==> config.mk <==
export PLATFORM = sky130hd
export DESIGN_NAME = id_stage
export DESIGN_NICKNAME = d
export VERILOG_FILES = /design/src/rtl/id_stage.sv
export SDC_FILE = /design/constraint.sdc
export NUM_CORES = 1
export LEC_CHECK = 0
export BUFFER_PORTS_ARGS = -buffer_cell sky130_fd_sc_hd__buf_2
export CORE_ASPECT_RATIO = 1.1
export CORE_MARGIN = 10
export CORE_UTILIZATION = 50
export CTS_CLUSTER_DIAMETER = 30
export DETAILED_ROUTE_END_ITERATION = 6
export PLACE_DENSITY = 0.81
export SLEW_MARGIN = 5
export SYNTH_ARGS = -nofsm -noshare
export SYNTH_HDL_FRONTEND = slang
export SYNTH_SLANG_ARGS = --single-unit
==> constraint.sdc <==
create_clock -name clk -period 7.5 [get_ports clk]
set_input_delay 0.75 -clock clk [delete_from_list [all_inputs] [get_ports clk]]
set_output_delay 0.75 -clock clk [all_outputs]
set_load 0.1 [all_outputs]
==> src/rtl/id_stage.sv <==
// Decode stage of the 5-stage LoongArch32 pipeline: registers the fetch payload, decodes it,
// forwards operands, detects load-use hazards and resolves branches back to fetch.
module id_stage #(
  parameter int IF_to_ID_Bus_Size = 64,
  parameter int ID_to_EX_Bus_Size = 139,
  parameter int br_bus_Size       = 34,
  parameter int Fwd_Bus_Size      = 40
) (
  input  logic                         clk,
  input  logic                         reset,
  input  logic                         IF_to_ID_Valid,
  input  logic [IF_to_ID_Bus_Size-1:0] IF_to_ID_Bus,
  output logic                         ID_Allow_in,
  input  logic                         EX_Allow_in,
  output logic                         ID_to_EX_Valid,
  output logic [ID_to_EX_Bus_Size-1:0] ID_to_EX_Bus,
  output logic [br_bus_Size-1:0]       br_bus,
  output logic [4:0]                   rf_raddr1,
  output logic [4:0]                   rf_raddr2,
  input  logic [31:0]                  rf_rdata1,
  input  logic [31:0]                  rf_rdata2,
  input  logic [Fwd_Bus_Size-1:0]      EX_Fwd_Bus,
  input  logic [Fwd_Bus_Size-1:0]      MEM_Fwd_Bus,
  input  logic [Fwd_Bus_Size-1:0]      WB_Fwd_Bus
);

  typedef enum logic [2:0] {ALU_ADD = 3'd0, ALU_SUB = 3'd1, ALU_PASS = 3'd2} alu_op_e;

  typedef struct packed {
    logic        valid;
    logic        gr_we;
    logic        is_load;
    logic [4:0]  dest;
    logic [31:0] result;
  } fwd_t;

  function automatic logic fwd_hit(input logic v, input logic we, input logic [4:0] d,
                                   input logic [4:0] a);
    return v && we && (d == a) && (a != 5'd0);
  endfunction

  logic        id_valid_q, id_valid_d;
  logic [31:0] pc_q, pc_d, inst_q, inst_d;
  logic        ready_go, load_use;
  fwd_t        ex_fwd, mem_fwd, wb_fwd;
  logic        unused_fwd;

  assign ex_fwd     = EX_Fwd_Bus;
  assign mem_fwd    = MEM_Fwd_Bus;
  assign wb_fwd     = WB_Fwd_Bus;
  assign unused_fwd = mem_fwd.is_load ^ wb_fwd.is_load;

  assign ready_go       = !load_use;
  assign ID_Allow_in    = !id_valid_q || (ready_go && EX_Allow_in);
  assign ID_to_EX_Valid = id_valid_q && ready_go;

  always_comb begin
    // NOTE: every always_comb output gets a default first so no path leaves it unassigned (no latch).
    id_valid_d = id_valid_q;
    pc_d       = pc_q;
    inst_d     = inst_q;
    if (ID_Allow_in) begin
      id_valid_d = IF_to_ID_Valid;
      if (IF_to_ID_Valid) {pc_d, inst_d} = IF_to_ID_Bus;
    end
  end

  // NOTE: sequential state uses non-blocking assignments so all flops update from pre-edge values.
  always_ff @(posedge clk or posedge reset) begin
    if (reset) begin
      id_valid_q <= 1'b0;
      pc_q       <= '0;
      inst_q     <= '0;
    end else begin
      id_valid_q <= id_valid_d;
      pc_q       <= pc_d;
      inst_q     <= inst_d;
    end
  end

  logic [4:0] rd, rj, rk;
  logic is_add, is_sub, is_addi, is_ld, is_st, is_lu12i;
  logic is_jirl, is_b, is_bl, is_beq, is_bne, is_branch, uses_r1, uses_r2;

  assign rd        = inst_q[4:0];
  assign rj        = inst_q[9:5];
  assign rk        = inst_q[14:10];
  assign is_add    = inst_q[31:15] == 17'h00020;
  assign is_sub    = inst_q[31:15] == 17'h00022;
  assign is_addi   = inst_q[31:22] == 10'h00a;
  assign is_ld     = inst_q[31:22] == 10'h0a2;
  assign is_st     = inst_q[31:22] == 10'h0a6;
  assign is_lu12i  = inst_q[31:25] == 7'h0a;
  assign is_jirl   = inst_q[31:26] == 6'h13;
  assign is_b      = inst_q[31:26] == 6'h14;
  assign is_bl     = inst_q[31:26] == 6'h15;
  assign is_beq    = inst_q[31:26] == 6'h16;
  assign is_bne    = inst_q[31:26] == 6'h17;
  assign is_branch = is_jirl || is_b || is_bl || is_beq || is_bne;
  assign uses_r1   = is_add || is_sub || is_addi || is_ld || is_st || is_jirl || is_beq || is_bne;
  assign uses_r2   = is_add || is_sub || is_st || is_beq || is_bne;

  assign rf_raddr1 = rj;
  assign rf_raddr2 = (is_add || is_sub) ? rk : rd;

  logic [31:0] op1, op2;

  // Operand bypass: youngest producer wins, r0 is hard-wired to zero.
  always_comb begin
    op1 = rf_rdata1;
    if (rf_raddr1 == 5'd0)                                               op1 = '0;
    else if (fwd_hit(ex_fwd.valid, ex_fwd.gr_we, ex_fwd.dest, rf_raddr1))    op1 = ex_fwd.result;
    else if (fwd_hit(mem_fwd.valid, mem_fwd.gr_we, mem_fwd.dest, rf_raddr1)) op1 = mem_fwd.result;
    else if (fwd_hit(wb_fwd.valid, wb_fwd.gr_we, wb_fwd.dest, rf_raddr1))    op1 = wb_fwd.result;
  end

  always_comb begin
    op2 = rf_rdata2;
    if (rf_raddr2 == 5'd0)                                               op2 = '0;
    else if (fwd_hit(ex_fwd.valid, ex_fwd.gr_we, ex_fwd.dest, rf_raddr2))    op2 = ex_fwd.result;
    else if (fwd_hit(mem_fwd.valid, mem_fwd.gr_we, mem_fwd.dest, rf_raddr2)) op2 = mem_fwd.result;
    else if (fwd_hit(wb_fwd.valid, wb_fwd.gr_we, wb_fwd.dest, rf_raddr2))    op2 = wb_fwd.result;
  end

  assign load_use = id_valid_q && ex_fwd.valid && ex_fwd.gr_we && ex_fwd.is_load &&
                    (ex_fwd.dest != 5'd0) &&
                    ((uses_r1 && ex_fwd.dest == rf_raddr1) || (uses_r2 && ex_fwd.dest == rf_raddr2));

  logic [31:0] si12, imm_u, offs16, offs26;
  assign si12   = {{20{inst_q[21]}}, inst_q[21:10]};
  assign imm_u  = {inst_q[24:5], 12'b0};
  assign offs16 = {{14{inst_q[25]}}, inst_q[25:10], 2'b0};
  assign offs26 = {{4{inst_q[9]}}, inst_q[9:0], inst_q[25:10], 2'b0};

  alu_op_e     alu_op;
  logic [31:0] src1, src2, st_data;
  logic [4:0]  dest;
  logic        wr, gr_we, mem_re, mem_we;

  always_comb begin
    alu_op  = ALU_ADD;
    src1    = '0;
    src2    = '0;
    st_data = '0;
    dest    = '0;
    wr      = 1'b0;
    mem_re  = 1'b0;
    mem_we  = 1'b0;
    if (is_add || is_sub) begin
      alu_op = is_sub ? ALU_SUB : ALU_ADD;
      src1   = op1;
      src2   = op2;
      dest   = rd;
      wr     = 1'b1;
    end else if (is_addi || is_ld) begin
      src1   = op1;
      src2   = si12;
      dest   = rd;
      wr     = 1'b1;
      mem_re = is_ld;
    end else if (is_st) begin
      src1    = op1;
      src2    = si12;
      st_data = op2;
      mem_we  = 1'b1;
    end else if (is_lu12i) begin
      alu_op = ALU_PASS;
      src2   = imm_u;
      dest   = rd;
      wr     = 1'b1;
    end else if (is_jirl || is_bl) begin
      src1 = pc_q;
      src2 = 32'd4;
      dest = is_bl ? 5'd1 : rd;
      wr   = 1'b1;
    end
  end

  assign gr_we        = wr && (dest != 5'd0);
  assign ID_to_EX_Bus = {pc_q, alu_op, src1, src2, st_data, dest, gr_we, mem_re, mem_we};

  logic        br_cond, br_taken;
  logic [31:0] br_tgt;

  assign br_cond  = is_b || is_bl || is_jirl || (is_beq && (op1 == op2)) || (is_bne && (op1 != op2));
  assign br_tgt   = is_jirl ? (op1 + offs16) : (is_beq || is_bne) ? (pc_q + offs16) : (pc_q + offs26);
  // Taken only on the handoff cycle so fetch redirects exactly once.
  assign br_taken = id_valid_q && ready_go && EX_Allow_in && br_cond;
  assign br_bus   = {br_taken, (br_taken ? br_tgt : 32'd0), id_valid_q && is_branch && load_use};

endmodule

==> flow_summary_export.csv, run 1 <==
group,metric,value,unit
routing,drtPass1Iterations,7,
floorplan,ios,437,
cts,htreeDepth,3,
critical_path,cp-end-kind,"primary output",
cts,cts_num_sinks,65,
routing,viasPerCell,6.85,
critical_path,rrSetupSlack,2.90,ns
timing,tightest_slew,1.18,ns
synth,ys_ff_latch,65,
critical_path,rr_startpoint,"inst_q[22]",
cts,clk_latency,0.35,ns
finish,fillers,2063,
place,gp_congestion,1.07,
synth,syn_inst,1618,
floorplan,die-area,0.0297,sq mm
worst_hold_path,min_path_type,"flop to flop",
synth,synth_common_cells,"nor2_1 (159), nand2_1 (126), a21oi_1 (112)",
run,cap_violations,0,
grt,grtUsageTotal,41.0,%
synth,synth_top_cell_by_area,"dfrtp_1",
pwr,leakage,0.00697,uW
critical_path,endpoint,"br_bus[19]",
floorplan,die_x,165,um
cts,cts_made_buffers,9,
synth,ys_top_cells_by_area,"dfrtp_1 (14%), mux2_2 (6.4%), ha_1 (6.3%), nor2_1 (5.2%), a21oi_1 (4.8%)",
routing,drtIter0Drc,2286,
timing,setup_violations,0,
pwr,peakVddDrop,0.295,mV
timing,period_share,97.5,%
grt,grt_pass1_wl,94000,um
cts,path_clk_slew,0.06,ns
routing,vias,15900,
cts,cts_tree,"yes",
critical_path,arrival,6.56,ns
timing,fin_crit,7.31,ns
routing,routed_wl,65500,um
synth,syn_avg_cell_area,7.16,sq um
cts,cts_resized,0,
cts,cts_setup_buffers,0,
timing,fmax,137,MHz
routing,ant_nets,0,
routing,drcViolationCount,1,
place,postPlaceCellArea,0.0142,sq mm
finish,layout.core_utilization,63.5,%
critical_path,cp_max_fo,28,
critical_path,required,6.75,ns
place,dp.final_hpwl,53300,um
synth,synth_cell_types,88,
floorplan,core,0.0229,sq mm
critical_path,startpoint,"inst_q[17]",
finish,drive_gt1_share,31.2,%
synth,synth_edf_count,0,
routing,wl_per_cell,28.2,um
floorplan,std_cell_rows,58,
grt,grt_max_degree,66,
cts,clock-root-buffer,"clkbuf_16",
place,port_buffers,433,
timing,tns,0,ns
synth,ys_seq_area_share,14.0,%
timing,hold_viol,0,
timing,rsz0062_at_grt,"false",
synth,ys.flop_type,"dfrtp_1",
grt,first_global_vias,15200,
finish,synthToLayoutAreaGrowth,25.4,%
finish,nets,2323,
critical_path,worst_r2r_endpoint,"pc_q[14]",
critical_path,startpoint_type,"flop",
timing,fin_skew,0.00582,ns
timing,relSlewSlack,20.7,%
synth,synth_nets,1930,
synth,syn-cell-area,0.0116,sq mm
cts,hold_buffers,0,
grt,antenna_found_initial,5,
synth,async_flop_share,100,%
critical_path,crit_type,"flop to primary output",
floorplan,dieHeight,180,um
finish,final_cell_area,0.0145,sq mm
synth,synth_warnings,0,
timing,drv_slew,0,
pwr,powerDensity,201,mW/mm^2
run_status,violations,"DRC",
cts,clock_path_buffers,2,
run_status,status,"finished, violations left",
critical_path,ff2ff_path_depth,13,
synth,synth_most_common_cell,"nor2_1",
floorplan,start_util,50.7,%
synth,synth_top_area_share,14.0,%
grt,overflow,0,
-- stage by stage --
stage               worst slack, ns  total power [uW]  hold WS (ns)  instances
detailed placement            0.569              2410         0.557       2300
CTS                           0.355              2860         0.577       2316
global route                 0.0689              3040         0.596       2319
finish                        0.190              2920         0.576       2320
global placement              0.700              2370         0.548       2300
floorplan                     0.258              1860         0.525       1618
-- how the worst min path moves through the flow --
| stage | start | endpoint | cells past startpoint |
|---|---|---|---|
| after detailed placement | inst_q[30] | inst_q[30] | 1 |
| after global placement | inst_q[30] | inst_q[30] | 1 |
| after global routing | pc_q[16] | pc_q[16] | 1 |
| after floorplan | inst_q[30] | inst_q[30] | 1 |
| after CTS | pc_q[29] | pc_q[29] | 1 |
| final | pc_q[15] | pc_q[15] | 1 |
-- cell families (layout without fill, tap and decap cells) --
| logic type | after synthesis | count (layout) | share of synthesized area, % |
|---|---|---|---|
| compound gates | 571 | 571 | 34.3 |
| xor+xnor | 80 | 80 | 6.05 |
| fa+ha+maj | 60 | 60 | 6.61 |
| buf+inv | 210 | 608 | 7.69 |
| flops | 65 | 65 | 14.0 |
| mux | 92 | 92 | 8.72 |
| other cells | 1 | 5 | 0.0324 |
| simple gates | 539 | 539 | 22.6 |
-- power breakdown --
group / leakage, uW / switching (uW) / internal [uW]
combinational: 0.00607 / 1310 / 650
clock: 0.000148 / 184 / 261
sequential: 0.000758 / 119 / 401
total: 0.00697 / 1610 / 1310
-- cell usage in the layout (no fill, tap or decap), types with 39 or more instances in the layout --
cell type / n
mux2_2: 66
a211oi_1: 53
dfrtp_1: 64
nor2_1: 159
nor3_1: 73
a21oi_1: 112
nand2_1: 125
buf_2: 431
a21o_1: 39
xnor2_1: 45
inv_1: 75
buf_4: 72
ha_1: 58
o21ai_0: 98
-- cell type report --
| class | instances | area, sq um | area share [%] |
|---|---|---|---|
| clock buffer | 9 | 225 | 1.55 |
| timing repair buffer | 510 | 2810 | 19.4 |
| clock inverter | 7 | 80.1 | 0.551 |
| sequential | 65 | 1630 | 11.2 |
| multi-input combinational | 1343 | 9090 | 62.6 |
| tap | 300 | 375 | 2.58 |
| inverter | 82 | 308 | 2.12 |
| antenna | 4 | 10.0 | 0.0689 |
-- flip-flops by register name (all words and copies together) (netlist names) --
name / cells
inst_q: 32
pc_q: 32
id_valid_q: 1
-- critical path: stages (launching register included) --
cell      delay, ns
dfrtp_1        0.56
nor4b_1        0.48
nand4_1        0.17
buf_4          0.27
mux2i_1        0.40
xnor2_1        0.35
nor3_4         0.61
mux2_2         0.41
o221ai_1       0.82
nor3_1         0.11
a211oi_1       0.23
o21ai_0        0.19
nor4_2         0.39
o31ai_4        0.17
buf_12         0.20
a211oi_1       0.30
buf_2          0.50
-- per-layer routing --
layer / vias to the layer above / share of wire, % / GRT usage [%]
li1: 6891 / - / -
met2: 1313 / 45 / 66.2
met1: 7452 / 35 / 48.6
met3: 236 / 13 / 9.41
met5: - / 0.027 / 0
met4: 2 / 6.2 / 23.0
Note: power is estimated with default switching activity, not from simulation.
==> run 2: changes to the inputs <==
--- a/config.mk
+++ b/config.mk
@@ -5,6 +5,7 @@
 export SDC_FILE = /design/constraint.sdc
 export NUM_CORES = 1
 export LEC_CHECK = 0
+export ABC_AREA = 1
 export BUFFER_PORTS_ARGS = -buffer_cell sky130_fd_sc_hd__buf_2
 export CORE_ASPECT_RATIO = 1.1
 export CORE_MARGIN = 10
@@ -12,6 +13,7 @@
 export CTS_CLUSTER_DIAMETER = 30
 export DETAILED_ROUTE_END_ITERATION = 6
 export PLACE_DENSITY = 0.81
+export REMOVE_ABC_BUFFERS = 1
 export SLEW_MARGIN = 5
 export SYNTH_ARGS = -nofsm -noshare
 export SYNTH_HDL_FRONTEND = slang
==> run 2 against run 1 <==
Against the previous run:
- the flow now finishes without violations
- design area fell by 3.4%
- routed wire length is 7.0% lower
- register-to-register slack gained 0.37 ns
- non-clock buffer count fell by 50
- critical path depth is 11 higher
- core utilization fell by 0.47 points
- count of clock-buffer cells in the layout up 2
- combinational power is 15% lower
- fmax up 5.1%
- highest routed layer unchanged
==> flow_summary_export.csv, run 2 <==
group,metric,value,unit
floorplan,std_cell_rows,57,
critical_path,startpoint_type,"flop",
synth,ys_top_cells_by_area,"nand2_1 (16%), dfrtp_1 (14%), inv_1 (12%), o21ai_0 (8.9%), nand3_1 (7.4%)",
pwr,leakage,0.00819,uW
timing,fin_crit,6.96,ns
timing,hold_viol,0,
critical_path,crit_cells,27,
synth,ys.flop_type,"dfrtp_1",
routing,drtPass1Iterations,7,
routing,drcViolationCount,0,
critical_path,slowest_stage,"o21ai_0",
grt,use_met2,65.3,%
synth,synth_warnings,0,
synth,ys_ff_latch,65,
routing,drtIter0Drc,2009,
finish,synthToLayoutAreaGrowth,22.9,%
finish,drive_gt1_share,23.8,%
worst_hold_path,min_delay_path_depth,2,
finish,largestRegisters,"inst_q x32, pc_q x32, id_valid_q x1",
finish,nets,2723,
routing,ant_nets,0,
timing,whs,0.597,ns
finish,layout_commonest_cell,"nand2_1",
pwr,seq_power_share,19.1,%
synth,async_flop_share,100,%
pwr,total_power,2650,uW
timing,setup_violations,0,
synth,syn_avg_cell_area,5.62,sq um
floorplan,die_x,164,um
grt,gr-max-usage-layer,"met2",
pwr,combinationalPowerShare,62.9,%
grt,use_met3,11.0,%
synth,synth_top_area_share,15.9,%
pwr,intPower,1150,uW
timing,fmax,144,MHz
grt,overflow,0,
cts,clock_path_buffers,2,
critical_path,cp_max_fo,28,
critical_path,crit_buf_inv,6,
run_status,status,"complete, no violations",
cts,cts_tree,"yes",
cts,htreeDepth,3,
synth,synth_most_common_cell,"nand2_1",
routing,wl_per_cell,22.4,um
place,gp_congestion,1.04,
worst_hold_path,min_path_type,"flop to flop",
synth,ys_seq_area_share,14.2,%
critical_path,crit_type,"flop to primary output",
timing,fin_skew,0.0123,ns
timing,relSlewSlack,1.83,%
critical_path,crit_path_max_incr_delay,0.55,ns
routing,vias,16100,
pwr,switching_share,56.8,%
synth,synth_cell_types,51,
floorplan,core,0.0223,sq mm
pwr,powerDensity,189,mW/mm^2
synth,syn_inst,2033,
finish,most-common-layout-cells,"nand2_1 (484), buf_2 (431), inv_1 (359)",
cts,path_clk_slew,0.07,ns
grt,grt_max_degree,66,
cts,clock-root-buffer,"clkbuf_16",
place,postPlaceCellArea,0.0137,sq mm
synth,synth_top_cell_by_area,"nand2_1",
timing,drv_slew,0,
routing,viasPerCell,5.93,
routing,routed_wl,60900,um
cts,clk_latency,0.36,ns
critical_path,ff2ff_path_depth,12,
critical_path,arrival,6.21,ns
place,port_buffers,433,
grt,use_met1,46.1,%
critical_path,required,6.75,ns
floorplan,dieHeight,179,um
cts,cts_made_buffers,9,
pwr,p_clk_share,18.0,%
timing,period_share,92.8,%
grt,grt_pass1_wl,89800,um
cts,cts_setup_buffers,0,
floorplan,start_util,51.3,%
grt,grtUsageTotal,39.7,%
synth,synth_edf_count,0,
floorplan,ios,437,
grt,antenna_found_initial,5,
pwr,peakVddDrop,0.171,mV
critical_path,cp-end-kind,"primary output",
critical_path,crit_top_cell,"nand2_1",
finish,final_cell_area,0.0140,sq mm
timing,tightest_slew,1.47,ns
pwr,p_switching,1500,uW
timing,rsz0062_at_grt,"false",
synth,synth_common_cells,"nand2_1 (485), inv_1 (360), o21ai_0 (202)",
run,cap_violations,0,
place,dp.final_hpwl,48100,um
cts,cts_num_sinks,65,
grt,first_global_vias,15400,
floorplan,die-area,0.0293,sq mm
critical_path,critPathTopFamily,"compound AO/OA/AOI/OAI gates",
synth,syn-cell-area,0.0114,sq mm
run 2: cell families (layout without fill, tap and decap cells):
logic type | Yosys count | count (layout) | synth area share, %
buf+inv | 458 | 841 | 16.3
fa+ha+maj | 60 | 60 | 6.71
other cells | 1 | 4 | 0.0328
xor+xnor | 27 | 27 | 2.07
compound gates | 461 | 461 | 21.9
flops | 65 | 65 | 14.2
mux | 31 | 31 | 3.03
simple gates | 930 | 930 | 35.6
run 2: power by group through the flow:
stage | combinational [uW] | sequential (uW) | clock, uW
6_report | 1670 | 505 | 478
5_1_grt | 1790 | 507 | 487
4_1_cts | 1630 | 500 | 475
3_5_place_dp | 1610 | 506 | 0
3_3_place_gp | 1600 | 505 | 0
2_1_floorplan | 955 | 677 | 0
run 2: routing by layer:
metal  vias to the layer above  routed length, um
met1                      7228              21400
met5                         -                 13
met3                       282               7670
met4                         2               3920
li1                       7354                  -
met2                      1215              27900
run 2: final cells by class:
class,count,area [sq um]
inverters,365,1370
well taps,295,369
multi-input cells,1510,7950
fillers,2260,8220
clock inverters,5,62.6
flip-flops and latches,65,1630
repair buffers,460,2400
clock buffers,11,253
diodes,3,7.51
run 2: stage by stage:
stage | setup slack, ns | TNS (ns) | utilization (%) | instances
after floorplan | -0.911 | -40.53 | - | 1940
after CTS | 0.726 | 0 | 63.0 | 2711
after detailed placement | 1.02 | 0 | 61.6 | 2695
final | 0.542 | 0 | 63.1 | 2714
after global placement | 1.10 | 0 | 61.6 | 2695
after global routing | 0.142 | 0 | 63.1 | 2714
run 2: worst paths after layout:
check | startpoint | to | slack [ns]
max in group asynchronous | reset | pc_q[14] | 6.20
worst min register to register | pc_q[1] | pc_q[1] | 0.60
min in group asynchronous | reset | pc_q[12] | 0.66
worst min-delay path | pc_q[1] | pc_q[1] | 0.60
worst max register to register | inst_q[27] | pc_q[25] | 3.27
worst max-delay path | inst_q[9] | br_bus[26] | 0.54
run 2: tightest hold or removal path, delay by kind of cell, from the launching register on:
family          cells  cell delay [ns]
compound gates      1             0.08
buf+inv             1             0.09
flops               1             0.39
run 2: what timing repair did:
item                                    4_1_cts  5_1_grt
resized for setup                             0        1
hold buffers                                  0        0
endpoints found under the setup margin        0        1
